==> config.mk <==
export PLATFORM = sky130hd
export DESIGN_NAME = sd_sector_server_flat
export DESIGN_NICKNAME = d
export VERILOG_FILES = /design/src/rtl/sd_sector_server_if.sv /design/src/rtl/sd_sector_server.sv /design/src/flat_wrapper.sv
export SDC_FILE = /design/constraint.sdc
export NUM_CORES = 1
export LEC_CHECK = 0
export ABC_AREA = 0
export BUFFER_PORTS_ARGS = -buffer_cell sky130_fd_sc_hd__buf_2
export CORE_MARGIN = 2
export CORE_UTILIZATION = 45
export CTS_BUF_LIST = sky130_fd_sc_hd__clkbuf_8
export CTS_CLUSTER_SIZE = 10
export DETAILED_ROUTE_END_ITERATION = 16
export PLACE_DENSITY = 0.8
export SLEW_MARGIN = 25
export SYNTH_ARGS = -nofsm -noshare
export SYNTH_HDL_FRONTEND = slang
export SYNTH_SLANG_ARGS = --single-unit
==> constraint.sdc <==
create_clock -name clk32 -period 2.3 [get_ports clk32]
set_input_delay 0.46 -clock clk32 [delete_from_list [all_inputs] [get_ports clk32]]
set_output_delay 0.46 -clock clk32 [all_outputs]
set_load 0.02 [all_outputs]
==> src/rtl/sd_sector_server_if.sv <==
// sd_sector_server_if: image mount, SCSI sector I/O and backing-store signals.
// The master side is the sector server; the slave side is the data controller plus memory.
interface sd_sector_server_if #(
    parameter int SCSI_DEVS = 2,
    parameter int SECT_W = 16,
    parameter int DEV_W = (SCSI_DEVS > 1) ? $clog2(SCSI_DEVS) : 1
);
    logic [SCSI_DEVS-1:0] img_mounted;
    logic [31:0] img_size;
    logic [SCSI_DEVS-1:0][31:0] io_lba;
    logic [SCSI_DEVS-1:0] io_rd;
    logic [SCSI_DEVS-1:0] io_wr;
    logic [SCSI_DEVS-1:0] io_ack;
    logic [7:0] sd_buff_addr;
    logic [15:0] sd_buff_dout;
    logic [SCSI_DEVS-1:0][15:0] sd_buff_din;
    logic sd_buff_wr;
    logic [DEV_W+SECT_W+7:0] mem_addr;
    logic mem_rd;
    logic mem_wr;
    logic [15:0] mem_wdata;
    logic [15:0] mem_rdata;
    logic mem_ready;

    modport master (
        output img_mounted, img_size, io_ack, sd_buff_addr, sd_buff_dout, sd_buff_wr,
               mem_addr, mem_rd, mem_wr, mem_wdata,
        input  io_lba, io_rd, io_wr, sd_buff_din, mem_rdata, mem_ready
    );

    modport slave (
        input  img_mounted, img_size, io_ack, sd_buff_addr, sd_buff_dout, sd_buff_wr,
               mem_addr, mem_rd, mem_wr, mem_wdata,
        output io_lba, io_rd, io_wr, sd_buff_din, mem_rdata, mem_ready
    );
endinterface

==> src/rtl/sd_sector_server.sv <==
// sd_sector_server: announces fixed-size images after reset, then serves 512-byte sector
// reads/writes for each device from a word-addressed backing store, round-robin.
module sd_sector_server #(
    parameter int SCSI_DEVS = 2,
    parameter int SECT_W = 16,
    parameter int DEV_W = (SCSI_DEVS > 1) ? $clog2(SCSI_DEVS) : 1
) (
    input logic clk32,
    input logic reset,
    sd_sector_server_if.master bus
);
    localparam logic [31:0] IMG_BYTES = 32'd1 << (SECT_W + 9);
    localparam logic [DEV_W-1:0] LAST_DEV = DEV_W'(SCSI_DEVS - 1);

    typedef enum logic [2:0] {MOUNT, IDLE, RD_REQ, RD_PUT, WR_ADDR, WR_SAMPLE, WR_REQ, DONE} stateType;

    stateType state;
    logic phase;
    logic oor;
    logic [7:0] w;
    logic [SECT_W-1:0] lba;
    logic [DEV_W-1:0] d;
    logic [DEV_W-1:0] dev;
    logic [DEV_W-1:0] last;
    logic [DEV_W-1:0] cand;
    logic [DEV_W-1:0] grantDev;
    logic grantValid;
    logic grantOor;
    logic [31:0] grantLba;

    // Scan from the farthest candidate to the nearest so the device right after `last` wins.
    always_comb begin
        grantValid = 1'b0;
        grantDev = '0;
        cand = '0;
        for (int i = SCSI_DEVS; i >= 1; i--) begin
            cand = DEV_W'((int'(last) + i) % SCSI_DEVS);
            if (bus.io_rd[cand] | bus.io_wr[cand]) begin
                grantValid = 1'b1;
                grantDev = cand;
            end
        end
    end

    assign grantLba = bus.io_lba[grantDev];
    assign grantOor = |grantLba[31:SECT_W];

    always_ff @(posedge clk32) begin
        if (reset) begin
            state <= MOUNT;
            phase <= 1'b0;
            oor <= 1'b0;
            w <= '0;
            lba <= '0;
            d <= '0;
            dev <= '0;
            last <= LAST_DEV;
            bus.img_mounted <= '0;
            bus.img_size <= '0;
            bus.io_ack <= '0;
            bus.sd_buff_addr <= '0;
            bus.sd_buff_dout <= '0;
            bus.sd_buff_wr <= 1'b0;
            bus.mem_addr <= '0;
            bus.mem_rd <= 1'b0;
            bus.mem_wr <= 1'b0;
            bus.mem_wdata <= '0;
        end else begin
            bus.img_mounted <= '0;
            case (state)
                MOUNT: begin
                    bus.img_size <= IMG_BYTES;
                    phase <= !phase;
                    if (!phase) bus.img_mounted[d] <= 1'b1;
                    else if (d == LAST_DEV) state <= IDLE;
                    else d <= d + 1'b1;
                end
                IDLE: begin
                    if (grantValid) begin
                        dev <= grantDev;
                        last <= grantDev;
                        lba <= grantLba[SECT_W-1:0];
                        oor <= grantOor;
                        w <= '0;
                        bus.io_ack[grantDev] <= 1'b1;
                        if (bus.io_rd[grantDev]) begin
                            state <= RD_REQ;
                            bus.mem_rd <= !grantOor;
                            bus.mem_addr <= {grantDev, grantLba[SECT_W-1:0], 8'd0};
                        end else begin
                            state <= WR_ADDR;
                            bus.sd_buff_addr <= 8'd0;
                        end
                    end
                end
                RD_REQ: begin
                    if (bus.mem_ready || oor) begin
                        bus.mem_rd <= 1'b0;
                        bus.sd_buff_dout <= oor ? 16'h0000 : bus.mem_rdata;
                        bus.sd_buff_addr <= w;
                        bus.sd_buff_wr <= 1'b1;
                        state <= RD_PUT;
                    end
                end
                RD_PUT: begin
                    bus.sd_buff_wr <= 1'b0;
                    if (w == 8'hFF) begin
                        bus.io_ack <= '0;
                        state <= DONE;
                    end else begin
                        w <= w + 8'd1;
                        bus.mem_rd <= !oor;
                        bus.mem_addr <= {dev, lba, w + 8'd1};
                        state <= RD_REQ;
                    end
                end
                // The client registers din, so it is valid one cycle after the address is shown.
                WR_ADDR: state <= WR_SAMPLE;
                WR_SAMPLE: begin
                    bus.mem_wdata <= bus.sd_buff_din[dev];
                    bus.mem_addr <= {dev, lba, w};
                    bus.mem_wr <= !oor;
                    state <= WR_REQ;
                end
                WR_REQ: begin
                    if (bus.mem_ready || oor) begin
                        bus.mem_wr <= 1'b0;
                        if (w == 8'hFF) begin
                            bus.io_ack <= '0;
                            state <= DONE;
                        end else begin
                            w <= w + 8'd1;
                            bus.sd_buff_addr <= w + 8'd1;
                            state <= WR_ADDR;
                        end
                    end
                end
                DONE: state <= IDLE;
                default: state <= IDLE;
            endcase
        end
    end
endmodule

==> src/flat_wrapper.sv <==
// flat-port wrapper written by rule: the top's interface ports become plain ports
module sd_sector_server_flat 
#(
    parameter int SCSI_DEVS = 2,
    parameter int SECT_W = 16,
    parameter int DEV_W = (SCSI_DEVS > 1) ? $clog2(SCSI_DEVS) : 1
)
  (clk32, reset, bus_img_mounted, bus_img_size, bus_io_ack, bus_sd_buff_addr, bus_sd_buff_dout, bus_sd_buff_wr, bus_mem_addr, bus_mem_rd, bus_mem_wr, bus_mem_wdata, bus_io_lba, bus_io_rd, bus_io_wr, bus_sd_buff_din, bus_mem_rdata, bus_mem_ready);
  sd_sector_server_if #(.SCSI_DEVS(SCSI_DEVS), .SECT_W(SECT_W), .DEV_W(DEV_W)) bus_i ();
  input logic clk32;
  input logic reset;
  output wire logic [$bits(bus_i.img_mounted)-1:0] bus_img_mounted;
  output wire logic [$bits(bus_i.img_size)-1:0] bus_img_size;
  output wire logic [$bits(bus_i.io_ack)-1:0] bus_io_ack;
  output wire logic [$bits(bus_i.sd_buff_addr)-1:0] bus_sd_buff_addr;
  output wire logic [$bits(bus_i.sd_buff_dout)-1:0] bus_sd_buff_dout;
  output wire logic [$bits(bus_i.sd_buff_wr)-1:0] bus_sd_buff_wr;
  output wire logic [$bits(bus_i.mem_addr)-1:0] bus_mem_addr;
  output wire logic [$bits(bus_i.mem_rd)-1:0] bus_mem_rd;
  output wire logic [$bits(bus_i.mem_wr)-1:0] bus_mem_wr;
  output wire logic [$bits(bus_i.mem_wdata)-1:0] bus_mem_wdata;
  input wire logic [$bits(bus_i.io_lba)-1:0] bus_io_lba;
  input wire logic [$bits(bus_i.io_rd)-1:0] bus_io_rd;
  input wire logic [$bits(bus_i.io_wr)-1:0] bus_io_wr;
  input wire logic [$bits(bus_i.sd_buff_din)-1:0] bus_sd_buff_din;
  input wire logic [$bits(bus_i.mem_rdata)-1:0] bus_mem_rdata;
  input wire logic [$bits(bus_i.mem_ready)-1:0] bus_mem_ready;
  assign bus_img_mounted = bus_i.img_mounted;
  assign bus_img_size = bus_i.img_size;
  assign bus_io_ack = bus_i.io_ack;
  assign bus_sd_buff_addr = bus_i.sd_buff_addr;
  assign bus_sd_buff_dout = bus_i.sd_buff_dout;
  assign bus_sd_buff_wr = bus_i.sd_buff_wr;
  assign bus_mem_addr = bus_i.mem_addr;
  assign bus_mem_rd = bus_i.mem_rd;
  assign bus_mem_wr = bus_i.mem_wr;
  assign bus_mem_wdata = bus_i.mem_wdata;
  assign bus_i.io_lba = bus_io_lba;
  assign bus_i.io_rd = bus_io_rd;
  assign bus_i.io_wr = bus_io_wr;
  assign bus_i.sd_buff_din = bus_sd_buff_din;
  assign bus_i.mem_rdata = bus_mem_rdata;
  assign bus_i.mem_ready = bus_mem_ready;
  sd_sector_server #(.SCSI_DEVS(SCSI_DEVS), .SECT_W(SECT_W), .DEV_W(DEV_W)) u_core (.clk32(clk32), .reset(reset), .bus(bus_i));
endmodule
Word level (Yosys, flattened, before mapping)
Index checks and enable logic that the tools add are counted.

Bitwise logic cells: 4. Div/mod/pow operators: 0. Muxes and demuxes: 59. Shift operators: 0. Eq/ne operators: 17. Reductions and logical operators: 25. Order comparisons: 7. $add $sub $neg: 4. $mul: 0.

Operators with widths (number): 25-bit two-way mux (3); 25-bit case mux with 3 select lines (1); 32-bit two-way mux (2); 8-bit two-way mux (8); 16-bit two-way mux (3); 8-bit case mux with 3 select lines (2); 3-bit case mux with 8 select lines (1); 1-bit two-way mux (22); 3-bit two-way mux (7); 16-bit OR reduction (1); 3-bit == test (second input constant) (4); 2-bit by 1-bit != test with 1-bit output (second input constant) (6); 3-bit nonzero test (4); 1-bit by 2-bit < comparator with 1-bit output (second input constant) (5); 2-bit AND reduction (5); 5-bit AND reduction (2); 8-bit by 1-bit adder with 8-bit output (second input constant) (1); 8-bit == test (second input constant) (1); 2-bit two-way mux (4); 3-bit by 2-bit == test with 1-bit output (second input constant) (2); 2-bit != test (second input constant) (3); 2-bit case mux with 3 select lines (1); 6-bit AND reduction (1); 1-bit case mux with 2 select lines (2); other kinds (16) (25).

Memories kept: 0. Output and inout port bits: 104. Memory bits (writable): 0. Latch bits: 0. Register bits after elaboration: 105. Memory bits (read-only): 0.

Longest topological paths before layout
Word-level depth: 13. Mapped depth: 8. Depth with buffers taken out: 6.

Least setup slack after synthesis
No wires, ideal clock.

Kind: flip-flop to flip-flop. From: reg u_core.w[0]. To: reg u_core.bus.mem_addr[10] (netlist bit). Data arrival time: 2.083 ns. Setup time: 0.132 ns. Cell stages (with the launch flop): 9. Path buffers: 2. Path slack: 0.085 ns. Cell sequence: dfxtp_1 ha_1 clkbuf_1 nand2_1 or3_4 a221oi_4 buf_2 a2111o_1 a21oi_1.

Longest elaborated chain between the ends: 3.

RTL lines: start: declaration (RTL line sd_sector_server.sv:20) `logic [7:0] w;`; start signal: assignment (RTL line sd_sector_server.sv:111) `w <= w + 8'd1;`; start signal: assignment (RTL line sd_sector_server.sv:132) `w <= w + 8'd1;`; 8-bit == test (RTL line sd_sector_server.sv:107) `if (w == 8'hFF) begin`; 2-bit != test (no line); 4-bit AND reduction (no line); end signal: assignment (RTL line sd_sector_server.sv:89) `bus.mem_addr <= {grantDev, grantLba[SECT_W-1:0], 8'd0};`; end signal: assignment (RTL line sd_sector_server.sv:113) `bus.mem_addr <= {dev, lba, w + 8'd1};`; end signal: assignment (RTL line sd_sector_server.sv:121) `bus.mem_addr <= {dev, lba, w};`; end: declaration (RTL line sd_sector_server_if.sv:27) `mem_addr, mem_rd, mem_wr, mem_wdata,`.

No other way between the ends. A chain may end at the register's enable or synchronous reset.

Final worst setup path
From: reg u_core.w[6]. To: reg u_core.bus.mem_addr[19] (netlist bit).

Same word-level chain as after synthesis.

==> impl_metrics.tcl <==
set metrics [dict create \
    status "finished clean" \
    dp_hpwl_microns 10800 \
    ctsRootBufferMaster "clkbuf_8" \
    powerDensity_nw_per_um2 565 \
    crit_type "reg -> reg" \
    core_sq_um 11500 \
    mostFrequentLayoutCell "buf_2" \
    cap_violations 0 \
    grt_overflow_total 0 \
    layout.area.seq_sq_um 2100 \
    period_needed_ps 2200 \
    cts_buffers 9 \
    insertion_delay_ps 370 \
    layout_common_cells "buf_2, dfxtp_1, nor2_1" \
    start_util_pct 46.3 \
    pin_count 223 \
    maxSlewHeadroom_pct 62.3 \
    crit_path_top_delay_cell "or3_4" \
    worstPathRequired_ps 2590 \
    finalSetupTns_ps 0 \
    cts_htree_levels 3 \
    dieArea_sq_um 12700 \
    synth_seq_cells 105 \
    hold_buffers 0 \
    synth_edf_count 0 \
    post_drt_wl_per_cell_microns 15.5 \
    clock_path_buffers 2 \
    grt_max_degree 95 \
    peakVddDrop_v 0.000380 \
    yosysSeqAreaShare_pct 39.6 \
    synth_flop_cell "dfxtp_1" \
    num_vias 5251 \
    drt_iter0_markers 453 \
    antenna_found_initial 0 \
    finalPower_uw 3750 \
    netlist_instances 631 \
    async_flop_share_pct 0 \
    area_growth_syn_to_layout_pct 25.1 \
    hp-class "in -> reg" \
    drive_above_1_share_pct 30.7 \
    ff2ff_setup_slack_ps 100 \
    fp.dieH_microns 113 \
    post_cts_buffers 0 \
    worstSetupStartpointType "flip-flop" \
    path_clk_slew_ps 110 \
    cp_max_fo 45 \
    p_leak_uw 0.00284 \
    path_buf_inv 1 \
    finalSetupViolations 0 \
    worst-path-stages 6 \
    track_usage_pct 22.9 \
    first_pass_iters 6 \
    post-route-period-util_pct 95.9 \
    finalHoldViolCount 0 \
    grt_pass1_wl_microns 23900 \
    cts_resized 0 \
    diodes 0 \
    rsz0062_at_grt "false" \
    max_freq_mhz 454 \
    cp_cell_sequence "nand4_1, or3_4, a221oi_4, buf_12, o21ai_0, a21oi_1" \
    wl_microns 14900 \
    rows 39 \
    ant_nets 0 \
    reg2reg_depth 6 \
    tightest_slew_ps 564 \
    via_per_inst 5.45 \
    ys_types 53 \
    multi_input_area_sq_um 2850 \
    cp_slowest_stage_delay_ps 500 \
    hold_depth 3 \
    drcViolationCount 0 \
    gp_congestion 0.903 \
    ys_warn_count 0 \
    final_cells 963 \
    critical_path.top_delay_family "compound AO/OA/AOI/OAI gates" \
    cts_tree "yes" \
    finClkSkew_ps 17.8 \
    cts.sinks 105 \
    worstPathArrival_ps 2500 \
    synthesis.area_sq_um 5310 \
    num-fill-cells 1043 \
    dpl.cell_count 947 \
    die_x_microns 113 \
    avgSynthCellArea_sq_um 8.42 \
    maxSlewViolCount 0 \
    worstSetupEndpointType "flip-flop" \
    layout.nets 935 \
    grt_pass1_vias 4810 \
    io_buffers 191 \
]
-- synth_stat cells, drive strengths merged (5+ instances only) --
library cell,count,area share (%)
mux2i,34,6.4
a21oi,59,5.6
clkbuf,35,2.5
o211ai,9,1.3
inv,8,0.57
nand4,7,0.82
nor2,79,5.6
nand3b,17,2.4
nor4,10,1.3
o21ai,39,3.7
nand3,6,0.57
nand2b,7,0.82
nor3,14,1.6
and3,5,0.59
buf,47,6.0
o41ai,7,1.2
nand2,35,2.5
xnor2,7,1.2
a211oi,38,5.4
or3,6,0.80
a2111o,16,3.4
dfxtp,105,40
-- path summary, 6_finish.rpt --
| path | from | end |
|---|---|---|
| max | u_core.w[6] | u_core.bus.mem_addr[19] |
| min | bus_mem_rdata[8] | u_core.bus.sd_buff_dout[8] |
| max reg2reg | u_core.w[6] | u_core.bus.mem_addr[19] |
| min reg2reg | u_core.bus.sd_buff_dout[8] | u_core.bus.sd_buff_dout[8] |
-- flip-flops by register name (all words and copies together), names as in the netlist, 2 cells and up --
signal                   count
u_core.bus.img_mounted       2
u_core.w                     8
u_core.bus.io_ack            2
u_core.bus.sd_buff_dout     16
u_core.lba                  16
u_core.bus.mem_wdata        16
u_core.bus.mem_addr         25
u_core.state                 3
u_core.bus.sd_buff_addr      8
-- tightest hold or removal path, stage by stage --
cell and delay, ps:
buf_2 100, nand3b_1 60, a21oi_1 60
-- power breakdown --
part           switching [uW]  internal [uW]
Clock                     724            437
Combinational             391            267
Sequential               44.8           1890
-- per-stage QoR --
step	util, %	hold slack, ps	area [sq um]	setup slack [ps]
global placement	56.2	439	6440	244
detailed placement	56.2	444	6440	193
floorplan	-	421	5420	85.2
global route	57.9	328	6640	9.37
finish	57.9	343	6640	95.2
CTS	57.9	327	6640	141
-- kinds of logic (layout without fill, tap and decap cells) --
kind of cell	count (synthesis)	in the layout	share of synthesized area, %
AO/OA/AOI/OAI	193	193	24.6
multiplexers	35	35	6.62
adder cells (fa/ha/maj)	1	1	0.236
buffers and inverters	91	250	9.10
AND/OR/NAND/NOR	194	194	18.0
other	1	31	0.0706
flip-flops	105	105	39.6
XOR/XNOR	11	11	1.81
-- metal layers --
metal | GRT usage (%) | part of all wire, %
met4 | 6.83 | 1.1
met2 | 37.8 | 49
met1 | 30.9 | 43
met3 | 4.05 | 7.2
met5 | 0 | 0
-- area by class of cell --
| class | count | share of cell area [%] |
|---|---|---|
| Inverter | 9 | 0.509 |
| Multi-Input combinational cell | 465 | 43.0 |
| Sequential cell | 105 | 31.6 |
| Clock inverter | 7 | 1.15 |
| Clock buffer | 9 | 1.86 |
| Timing Repair Buffer | 225 | 19.2 |
| Tap cell | 143 | 2.69 |
No activity file was read; power rests on OpenSTA's default activity.
